$ cat src/rtl/oled_screen_ctrl_pkg.sv
// Shared screen codes, button/switch indices and settings type for the OLED front-end controller.
// Screen codes match the top-level OLED data mux; the FSM state encoding reuses them directly.
package oled_screen_ctrl_pkg;

    typedef enum logic [2:0] {
        SCR_LOAD     = 3'd0,
        SCR_WELCOME  = 3'd1,
        SCR_MENU     = 3'd2,
        SCR_SOUNDBAR = 3'd3,
        SCR_DFT      = 3'd4,
        SCR_MAZE     = 3'd5,
        SCR_GEODASH  = 3'd6,
        SCR_BLANK    = 3'd7
    } screen_e;

    localparam int NUM_BTNS = 5;
    localparam int BTN_U    = 0;
    localparam int BTN_D    = 1;
    localparam int BTN_L    = 2;
    localparam int BTN_R    = 3;
    localparam int BTN_C    = 4;

    localparam int SW_EN       = 4;
    localparam int SW_SOUNDBAR = 3;
    localparam int SW_DFT      = 2;
    localparam int SW_MAZE     = 1;
    localparam int SW_GEODASH  = 0;

    typedef struct packed {
        logic [1:0] framesel;
        logic [1:0] soundbarpos;
        logic [1:0] coloursel;
    } settings_t;

    // Screen requested by the mode switches once the app layer is enabled.
    function automatic screen_e app_screen(logic [4:0] sw);
        if (sw[SW_SOUNDBAR])     return SCR_SOUNDBAR;
        else if (sw[SW_DFT])     return SCR_DFT;
        else if (sw[SW_MAZE])    return SCR_MAZE;
        else if (sw[SW_GEODASH]) return SCR_GEODASH;
        else                     return SCR_MENU;
    endfunction

endpackage

$ cat src/rtl/oled_screen_ctrl_if.sv
// Button/switch inputs and screen/settings/app-pulse outputs of the OLED screen controller.
interface oled_screen_ctrl_if;
    logic       btnC, btnU, btnL, btnR, btnD;
    logic [4:0] sw;
    logic       load_done;
    logic [2:0] screen_sel;
    logic [1:0] framesel, soundbarpos, coloursel;
    logic       app_u, app_d, app_l, app_r, app_rst;

    modport slave (
        input  btnC, btnU, btnL, btnR, btnD, sw, load_done,
        output screen_sel, framesel, soundbarpos, coloursel,
        output app_u, app_d, app_l, app_r, app_rst
    );

    modport master (
        output btnC, btnU, btnL, btnR, btnD, sw, load_done,
        input  screen_sel, framesel, soundbarpos, coloursel,
        input  app_u, app_d, app_l, app_r, app_rst
    );
endinterface

$ cat src/rtl/oled_screen_ctrl_btn_debounce.sv
// Push-button conditioner: two-flop synchroniser, stable-level counter and rising-edge press pulse.
module btn_debounce #(
    parameter int DB_CYCLES = 2_000_000
) (
    input  logic clk,
    input  logic rst_n,
    input  logic btn_i,
    output logic press_o
);
    localparam int CW = $clog2(DB_CYCLES + 1);

    logic [1:0]    sync_q;
    logic          level_q, level_d;
    logic          prev_q;
    logic          press_q;
    logic [CW-1:0] cnt_q, cnt_d;

    // NOTE: every always_comb output gets a default first so no path leaves it unassigned (no latch).
    always_comb begin
        level_d = level_q;
        cnt_d   = '0;
        if (sync_q[1] != level_q) begin
            if (cnt_q == CW'(DB_CYCLES - 1)) level_d = sync_q[1];
            else                             cnt_d   = cnt_q + 1'b1;
        end
    end

    // NOTE: state registers use non-blocking assignments so all flops sample pre-edge values together.
    always_ff @(posedge clk or negedge rst_n) begin
        if (!rst_n) begin
            sync_q  <= '0;
            level_q <= 1'b0;
            cnt_q   <= '0;
            prev_q  <= 1'b0;
            press_q <= 1'b0;
        end else begin
            sync_q  <= {sync_q[0], btn_i};
            level_q <= level_d;
            cnt_q   <= cnt_d;
            prev_q  <= level_q;
            press_q <= level_q & ~prev_q;
        end
    end

    assign press_o = press_q;
endmodule

$ cat src/rtl/oled_screen_ctrl.sv
// OLED front-end sequencer: screen FSM, debounced button pulses, soundbar settings and app pulses.
// Optional SCREEN_BLANK_EN holds screen_sel at SCR_BLANK for BLANK_CYCLES after every state change.
module oled_screen_ctrl
    import oled_screen_ctrl_pkg::*;
#(
    parameter int DB_CYCLES    = 2_000_000,
    parameter int BLANK_CYCLES = 6_250_000
) (
    input  logic               CLOCK,
    input  logic               reset,
    oled_screen_ctrl_if.slave  bus
);
    // Reset asserts asynchronously but releases on a clock edge.
    logic [1:0] rst_sync_q;
    logic       rst_n;

    always_ff @(posedge CLOCK or negedge reset) begin
        if (!reset) rst_sync_q <= '0;
        else        rst_sync_q <= {rst_sync_q[0], 1'b1};
    end
    assign rst_n = rst_sync_q[1];

    logic [NUM_BTNS-1:0] btn_raw;
    logic [NUM_BTNS-1:0] press;

    assign btn_raw[BTN_U] = bus.btnU;
    assign btn_raw[BTN_D] = bus.btnD;
    assign btn_raw[BTN_L] = bus.btnL;
    assign btn_raw[BTN_R] = bus.btnR;
    assign btn_raw[BTN_C] = bus.btnC;

    for (genvar i = 0; i < NUM_BTNS; i++) begin : g_db
        btn_debounce #(.DB_CYCLES(DB_CYCLES)) u_db (
            .clk     (CLOCK),
            .rst_n   (rst_n),
            .btn_i   (btn_raw[i]),
            .press_o (press[i])
        );
    end

    screen_e             state_q, state_d;
    settings_t           set_q, set_d;
    logic [NUM_BTNS-1:0] app_q, app_d;
    logic                blanking;

    always_comb begin
        state_d = state_q;
        set_d   = set_q;
        app_d   = '0;

        if (!bus.load_done)          state_d = SCR_LOAD;
        else if (state_q == SCR_LOAD) state_d = SCR_WELCOME;
        else if (!bus.sw[SW_EN])      state_d = SCR_WELCOME;
        else                          state_d = app_screen(bus.sw);

        // Presses act on the screen that was active when they arrived.
        if (state_q == SCR_SOUNDBAR && !blanking) begin
            if (press[BTN_U]) set_d.framesel    = set_q.framesel    + 2'd1;
            if (press[BTN_L]) set_d.soundbarpos = set_q.soundbarpos + 2'd1;
            if (press[BTN_R]) set_d.coloursel   = set_q.coloursel   + 2'd1;
        end

        if ((state_q == SCR_MAZE || state_q == SCR_GEODASH) && !blanking) app_d = press;
    end

    always_ff @(posedge CLOCK or negedge rst_n) begin
        if (!rst_n) begin
            state_q <= SCR_LOAD;
            set_q   <= '0;
            app_q   <= '0;
        end else begin
            state_q <= state_d;
            set_q   <= set_d;
            app_q   <= app_d;
        end
    end

`ifdef SCREEN_BLANK_EN
    localparam int BW = $clog2(BLANK_CYCLES + 1);

    screen_e       scr_q, scr_d;
    logic [BW-1:0] blank_cnt_q, blank_cnt_d;

    // A change while already blank reloads the count; the shown code is taken once the count expires.
    always_comb begin
        scr_d       = scr_q;
        blank_cnt_d = blank_cnt_q;
        if (state_d != state_q) begin
            scr_d       = SCR_BLANK;
            blank_cnt_d = BW'(BLANK_CYCLES - 1);
        end else if (blank_cnt_q != '0) begin
            blank_cnt_d = blank_cnt_q - 1'b1;
        end else begin
            scr_d = state_q;
        end
    end

    always_ff @(posedge CLOCK or negedge rst_n) begin
        if (!rst_n) begin
            scr_q       <= SCR_LOAD;
            blank_cnt_q <= '0;
        end else begin
            scr_q       <= scr_d;
            blank_cnt_q <= blank_cnt_d;
        end
    end

    assign blanking       = (scr_q == SCR_BLANK);
    assign bus.screen_sel = scr_q;
`else
    localparam int unused_blank_cycles = BLANK_CYCLES;

    assign blanking       = 1'b0;
    assign bus.screen_sel = state_q;
`endif

    assign bus.framesel    = set_q.framesel;
    assign bus.soundbarpos = set_q.soundbarpos;
    assign bus.coloursel   = set_q.coloursel;
    assign bus.app_u       = app_q[BTN_U];
    assign bus.app_d       = app_q[BTN_D];
    assign bus.app_l       = app_q[BTN_L];
    assign bus.app_r       = app_q[BTN_R];
    assign bus.app_rst     = app_q[BTN_C];
endmodule

$ cat src/flat_wrapper.sv
// flat-port wrapper written by rule: the top's interface ports become plain ports
module oled_screen_ctrl_flat import oled_screen_ctrl_pkg::*;
#(
    parameter int DB_CYCLES    = 2_000_000,
    parameter int BLANK_CYCLES = 6_250_000
)
  (CLOCK, reset, bus_btnC, bus_btnU, bus_btnL, bus_btnR, bus_btnD, bus_sw, bus_load_done, bus_screen_sel, bus_framesel, bus_soundbarpos, bus_coloursel, bus_app_u, bus_app_d, bus_app_l, bus_app_r, bus_app_rst);
  oled_screen_ctrl_if bus_i ();
  input  logic CLOCK;
  input  logic reset;
  input wire logic [$bits(bus_i.btnC)-1:0] bus_btnC;
  input wire logic [$bits(bus_i.btnU)-1:0] bus_btnU;
  input wire logic [$bits(bus_i.btnL)-1:0] bus_btnL;
  input wire logic [$bits(bus_i.btnR)-1:0] bus_btnR;
  input wire logic [$bits(bus_i.btnD)-1:0] bus_btnD;
  input wire logic [$bits(bus_i.sw)-1:0] bus_sw;
  input wire logic [$bits(bus_i.load_done)-1:0] bus_load_done;
  output wire logic [$bits(bus_i.screen_sel)-1:0] bus_screen_sel;
  output wire logic [$bits(bus_i.framesel)-1:0] bus_framesel;
  output wire logic [$bits(bus_i.soundbarpos)-1:0] bus_soundbarpos;
  output wire logic [$bits(bus_i.coloursel)-1:0] bus_coloursel;
  output wire logic [$bits(bus_i.app_u)-1:0] bus_app_u;
  output wire logic [$bits(bus_i.app_d)-1:0] bus_app_d;
  output wire logic [$bits(bus_i.app_l)-1:0] bus_app_l;
  output wire logic [$bits(bus_i.app_r)-1:0] bus_app_r;
  output wire logic [$bits(bus_i.app_rst)-1:0] bus_app_rst;
  assign bus_i.btnC = bus_btnC;
  assign bus_i.btnU = bus_btnU;
  assign bus_i.btnL = bus_btnL;
  assign bus_i.btnR = bus_btnR;
  assign bus_i.btnD = bus_btnD;
  assign bus_i.sw = bus_sw;
  assign bus_i.load_done = bus_load_done;
  assign bus_screen_sel = bus_i.screen_sel;
  assign bus_framesel = bus_i.framesel;
  assign bus_soundbarpos = bus_i.soundbarpos;
  assign bus_coloursel = bus_i.coloursel;
  assign bus_app_u = bus_i.app_u;
  assign bus_app_d = bus_i.app_d;
  assign bus_app_l = bus_i.app_l;
  assign bus_app_r = bus_i.app_r;
  assign bus_app_rst = bus_i.app_rst;
  oled_screen_ctrl #(.DB_CYCLES(DB_CYCLES), .BLANK_CYCLES(BLANK_CYCLES)) u_core (.CLOCK(CLOCK), .reset(reset), .bus(bus_i));
endmodule
$ cat config.mk
export PLATFORM = sky130hd
export DESIGN_NAME = oled_screen_ctrl_flat
export DESIGN_NICKNAME = d
export VERILOG_FILES = /design/src/rtl/oled_screen_ctrl_pkg.sv /design/src/rtl/oled_screen_ctrl_if.sv /design/src/rtl/oled_screen_ctrl_btn_debounce.sv /design/src/rtl/oled_screen_ctrl.sv /design/src/flat_wrapper.sv
export SDC_FILE = /design/constraint.sdc
export NUM_CORES = 1
export LEC_CHECK = 0
export CAP_MARGIN = 25
export CORE_MARGIN = 10
export CORE_UTILIZATION = 40
export DETAILED_ROUTE_END_ITERATION = 12
export GPL_TIMING_DRIVEN = 0
export HOLD_SLACK_MARGIN = 0.08
export PLACE_DENSITY_LB_ADDON = 0.08
export SYNTH_ARGS = -nofsm -noshare
export SYNTH_HDL_FRONTEND = slang
export SYNTH_SLANG_ARGS = --single-unit
$ cat constraint.sdc
create_clock -name CLOCK -period 5.82 [get_ports CLOCK]
set_input_delay 1.164 -clock CLOCK [delete_from_list [all_inputs] [get_ports CLOCK]]
set_output_delay 1.164 -clock CLOCK [all_outputs]
set_load 0.1 [all_outputs]
==> results.toml, run 1 <==
[floorplanning]
initial_utilization_pct = 40.5
die-area_sq_mm = 0.0222
row_count = 47
coreArea_sq_mm = 0.0164
die_h_um = 149
ios = 27
fp.dieW_um = 149

[finish]
area_growth_pct = 18.0
layout-drive-gt1-share_pct = 7.81
nets = 709
antenna-diode-count = 0
nFillCells = 1516
instances_no_fill = 924
final_area_sq_mm = 0.00785

[place]
dp_slack_ns = 2.95
dpl_cell_area_sq_mm = 0.00724
dp.cells = 892
numPortBuffers = 26
hpwl_um = 9240
place_congestion = 0.809

[yosys]
synth_edf_count = 0
netlist_top_cells_area = "dfrtp_1 55%, xnor2_1 5.7%, nor2_1 4.8%"
async_flop_share_pct = 100
yosys.area.top_type = "dfrtp_1"
synth_area_per_cell_sq_um = 10.3
synthDistinctLibCells = 46
synth_top_area_share_pct = 55.0
ys_seq_area_share_pct = 55.0
synth_warnings = 0
ys_ff_latch = 146
yosys_most_used_dff = "dfrtp_1"
syn-cell-area_sq_mm = 0.00665
syn-num-nets = 662
synthCells = 644

[clock_tree]
cts_tree = "done"
hold_buffers = 0
clk_latency_ns = 0.42
cts_num_sinks = 146
cts_resized = 0
cts_root_buffer = "clkbuf_16"
postCtsSetupRepairBufs = 0
numCtsBuffers = 17
cts.clk_slew.worst_paths_ns = 0.06
cts_max_level = 4
clk_path_buf_depth = 2

[power_and_ir_drop]
leakagePower_nw = 3.16
irDropWorstVdd_mv = 0.193
power_density_mw_per_mm2 = 283

[global_routing]
first_global_vias = 4829
antenna_found_initial = 0
grt_pass1_wl_um = 23500
grt_max_degree = 71
grt_overflow = 0
grt.total_usage_pct = 12.9

[timing]
timing.final.hold_violations = 0
slew-limit-headroom_pct = 33.2
fmax_mhz = 302
clock_skew_ns = 0.00928
slew_violations = 0
setup_viol = 0
fin_ws_ns = 2.51
min_period_ns = 3.31
holdWs_ns = 0.206
fin_tns_setup_ns = 0
rsz0062_at_grt = "false"
fin_crit_sh_pct = 56.9
tightestPinTransition_ns = 0.999

[worst_setup_path]
slowest_delay_ns = 1.21
r2r_end = "u_core.g_db[1].u_db.cnt_q[10]"
end_kind = "primary output"
arrival_ns = 2.15
r2r_setup_slack_ns = 3.39
crit_buf_inv = 1
cp_data_required_time_ns = 4.66
crit_slowest_cell = "clkdlybuf4s50_1"
criticalPathCategory = "flip-flop to primary output"
crit_family = "buffers and inverters"
cp_max_fo = 9
rr_startpoint = "u_core.g_db[1].u_db.cnt_q[0]"
r2r_cells = 7
worstPathCellList = "clkdlybuf4s50_1"
cp-start-kind = "flip-flop"

[drt]
postRouteAntennaNets = 0
drtIter0Drc = 259
via_per_inst = 5.29
vias = 4886
drc_errors = 0
wl_per_cell_um = 14.4
drt_wl_total_um = 13300
first_pass_iters = 4

[outcome]
status = "finished clean"

[run]
max_cap_viol_count = 0

[min_path]
hold_class = "flip-flop to async pin"
[through the flow]
step	util, %	power, mW
final	47.8	2.22
after global routing	47.8	2.31
after CTS	47.8	2.26
after detailed placement	44.1	1.14
after global placement	43.8	1.14
after floorplan	-	1.11
[Yosys cell counts (all sizes together), types with 2 or more instances]
cell type    n
o21ai       22
or4         15
nand3       40
nor3        11
nor3b        2
xnor2       43
dfrtp      146
or2          2
or3         23
or4b         2
mux2         5
and2         5
nor2b        6
ha           5
inv         14
nor2        85
o31ai       15
nand4       31
o21bai       2
and3        13
nor4        11
xor2        29
buf          4
nand4b       2
nand2       39
clkbuf      12
a21oi       35
nor4b        7
and4        10
[cells by family (layout without fill, tap and decap cells)]
logic type | after synthesis | in the layout | synth area share, %
AOI/OAI and AO/OA | 78 | 78 | 6.89
xor gates and xnor gates | 72 | 72 | 9.49
adders and majority gates | 5 | 5 | 0.941
buffers and inverters | 30 | 90 | 1.83
DFF | 146 | 146 | 55.0
muxes | 5 | 5 | 0.847
other | 1 | 1 | 0.0564
and+or+nand+nor | 307 | 307 | 25.0
[power breakdown]
group	total, mW	switching (mW)	internal (mW)
clock network	1.10	0.419	0.682
logic	0.0766	0.0512	0.0254
registers	1.04	0.0153	1.03
[routing by layer]
metal  wire [um]  up-vias  global-route usage (%)
met3         403        6                    3.76
met1        6610     2421                    17.2
met2        6190       60                    19.8
met4          82        0                    3.97
li1            -     2399                       -
met5           0        -                       0
[final cells by class]
class	count	area, sq um	share of cell area [%]
flip-flops and latches	146	3660	46.6
multi-input cells	468	2870	36.6
clock buffers	18	439	5.60
repair buffers	28	315	4.02
well taps	220	275	3.51
clock inverters	14	164	2.09
plain buffers	16	68.8	0.877
inverters	14	52.6	0.670
[flip-flops by register name, summed over array words and instances, names as in the netlist]
name and flops:
u_core.g_db.u_db.cnt_q 105, u_core.g_db.u_db.sync_q 10, u_core.app_q 5, u_core.g_db.u_db.level_q 5
u_core.g_db.u_db.press_o 5, u_core.g_db.u_db.prev_q 5, u_core.bus.screen_sel 3, u_core.bus.coloursel 2
u_core.bus.framesel 2, u_core.bus.soundbarpos 2, u_core.rst_sync_q 2
[worst max path at each step]
| stage | end | from | cells past startpoint |
|---|---|---|---|
| CTS | bus_screen_sel[2] | u_core.bus.screen_sel[2] | 1 |
| global placement | u_core.g_db[1].u_db.cnt_q[9] | u_core.rst_sync_q[1] | 0 |
| finish | bus_screen_sel[2] | u_core.bus.screen_sel[2] | 1 |
| floorplan | u_core.app_q[0] | u_core.rst_sync_q[1] | 0 |
| detailed placement | bus_screen_sel[2] | u_core.bus.screen_sel[2] | 1 |
| global route | bus_screen_sel[2] | u_core.bus.screen_sel[2] | 1 |
[placed cells by master, fill, tap and decap left out, types with 17 or more instances in the layout]
cell type        Yosys  routed
nand3_1             38      38
or3_1               23      23
nand4_1             30      30
nand2_1             39      39
xor2_1              29      29
clkbuf_16            0      17
clkdlybuf4s50_1      0      26
nor2_1              85      85
a21oi_1             34      34
o21ai_0             22      22
dfrtp_1            146     145
xnor2_1             43      43
(Power assumes the default switching activity.)
==> run 2, diff against run 1 <==
clock period = 2.8 ns   (was 5.82 ns; I/O delays follow)
==> results.toml, run 2 (same netlist as run 1, synthesis figures left out) <==
[outcome]
status = "finished clean"

[timing]
min_period_ns = 2.69
tightestPinTransition_ns = 0.995
clock_skew_ns = 0.00587
rsz0062_at_grt = "false"
fmax_mhz = 372
setup_viol = 0
slew-limit-headroom_pct = 33.4
slew_violations = 0
fin_crit_sh_pct = 96.1
timing.final.hold_violations = 0
fin_tns_setup_ns = 0

[power_and_ir_drop]
leakagePower_nw = 3.16
power_density_mw_per_mm2 = 581
irDropWorstVdd_mv = 0.433

[floorplanning]
ios = 27
row_count = 47
initial_utilization_pct = 40.5
die_h_um = 149
fp.dieW_um = 149
coreArea_sq_mm = 0.0164
die-area_sq_mm = 0.0222

[worst_setup_path]
cp_max_fo = 9
crit_buf_inv = 1
cp-start-kind = "flip-flop"
crit_family = "buffers and inverters"
crit_slowest_cell = "clkdlybuf4s50_1"
r2r_cells = 7
worstPathCellList = "clkdlybuf4s50_1"
worst-path-stages = 1
end_kind = "primary output"
arrival_ns = 2.13
cp_data_required_time_ns = 2.24
slowest_delay_ns = 1.21
criticalPathCategory = "flip-flop to primary output"

[clock_tree]
cts.clk_slew.worst_paths_ns = 0.06
cts_num_sinks = 146
postCtsSetupRepairBufs = 0
cts_tree = "done"
numCtsBuffers = 17
hold_buffers = 0
clk_latency_ns = 0.41
clk_path_buf_depth = 2
cts_max_level = 4
cts_root_buffer = "clkbuf_16"
cts_resized = 0

[place]
dp.cells = 892
numPortBuffers = 26
place_congestion = 0.802
hpwl_um = 9320
dpl_cell_area_sq_mm = 0.00724

[global_routing]
busiest_layer = "met2"
grt_max_degree = 71
antenna_found_initial = 0
grt.total_usage_pct = 12.9
grt_overflow = 0
grt.met1_usage_pct = 17.4
grtUsageMet3_pct = 3.88
grt_use_met2_pct = 19.7
grt_pass1_wl_um = 23600
first_global_vias = 4813

[finish]
top_regs = "u_core.g_db.u_db.cnt_q x105, u_core.g_db.u_db.sync_q x10"
largest_register_ffs = 105
instances_no_fill = 924
antenna-diode-count = 0
nets = 709
final_common_cell = "dfrtp_1"
fin_util_pct = 47.7
final_area_sq_mm = 0.00782
layout_common_cells = "145 x dfrtp_1, 85 x nor2_1, 43 x xnor2_1, 39 x nand2_1, 38 x nand3_1"
regMostFlops = "u_core.g_db.u_db.cnt_q"
layout-drive-gt1-share_pct = 7.24
area_growth_pct = 17.7

[run]
max_cap_viol_count = 0

[min_path]
hold_class = "flip-flop to async pin"

[drt]
via_per_inst = 5.25
drtIter0Drc = 218
wl_per_cell_um = 14.7
postRouteAntennaNets = 0
drt_wl_total_um = 13600
first_pass_iters = 6
vias = 4853
drc_errors = 0
## run 2: cell type report
type / count / area, sq um
plain buffers: 16 / 68.8
clock inverters: 4 / 45.0
repair buffers: 28 / 315
clock buffers: 28 / 537
multi-input cells: 468 / 2870
well taps: 220 / 275
inverters: 14 / 52.6
flip-flops and latches: 146 / 3660
fillers: 1517 / 8580
## run 2: final timing paths
check                                              startpoint                             to  slack (ns)
worst min-delay path                     u_core.rst_sync_q[1]  u_core.g_db[4].u_db.cnt_q[14]        0.17
worst max register to register   u_core.g_db[1].u_db.cnt_q[0]   u_core.g_db[1].u_db.cnt_q[7]        0.40
worst max-delay path                 u_core.bus.screen_sel[2]              bus_screen_sel[2]        0.11
min in group CLOCK              u_core.g_db[1].u_db.sync_q[0]  u_core.g_db[1].u_db.sync_q[1]        0.35
max in group asynchronous                u_core.rst_sync_q[1]  u_core.g_db[3].u_db.cnt_q[15]        1.68
worst min register to register           u_core.rst_sync_q[1]  u_core.g_db[4].u_db.cnt_q[14]        0.17
## run 2: report_power, final
part / internal (mW) / leakage, nW / switching [mW]
clock network: 1.39 / 0.290 / 0.829
registers: 2.14 / 2.00 / 0.0301
logic: 0.0525 / 0.869 / 0.108
## run 2: through the flow
stage | total power [mW] | setup slack, ns | hold WS (ns)
CTS | 4.61 | 0.0677 | 0.178
detailed placement | 2.38 | 0.344 | 0.170
global placement | 2.36 | -0.557 | 0.333
global route | 4.73 | 0.0103 | 0.191
finish | 4.55 | 0.109 | 0.169
floorplan | 2.30 | 0.377 | 0.264
## run 2: per-layer routing
| layer | wire, um | up-vias |
|---|---|---|
| li1 | - | 2394 |
| met1 | 6830 | 2389 |
| met4 | 129 | 0 |
| met2 | 6160 | 61 |
| met5 | 0 | - |
| met3 | 473 | 9 |
## run 2: worst reg2reg max path, cell delays in order, from the launching register on
cell	delay [ns]
dfrtp_1	0.38
ha_1	0.19
and2_1	0.12
clkbuf_1	0.24
nand2_1	0.12
o31ai_2	0.67
clkbuf_1	0.45
nor2_1	0.10
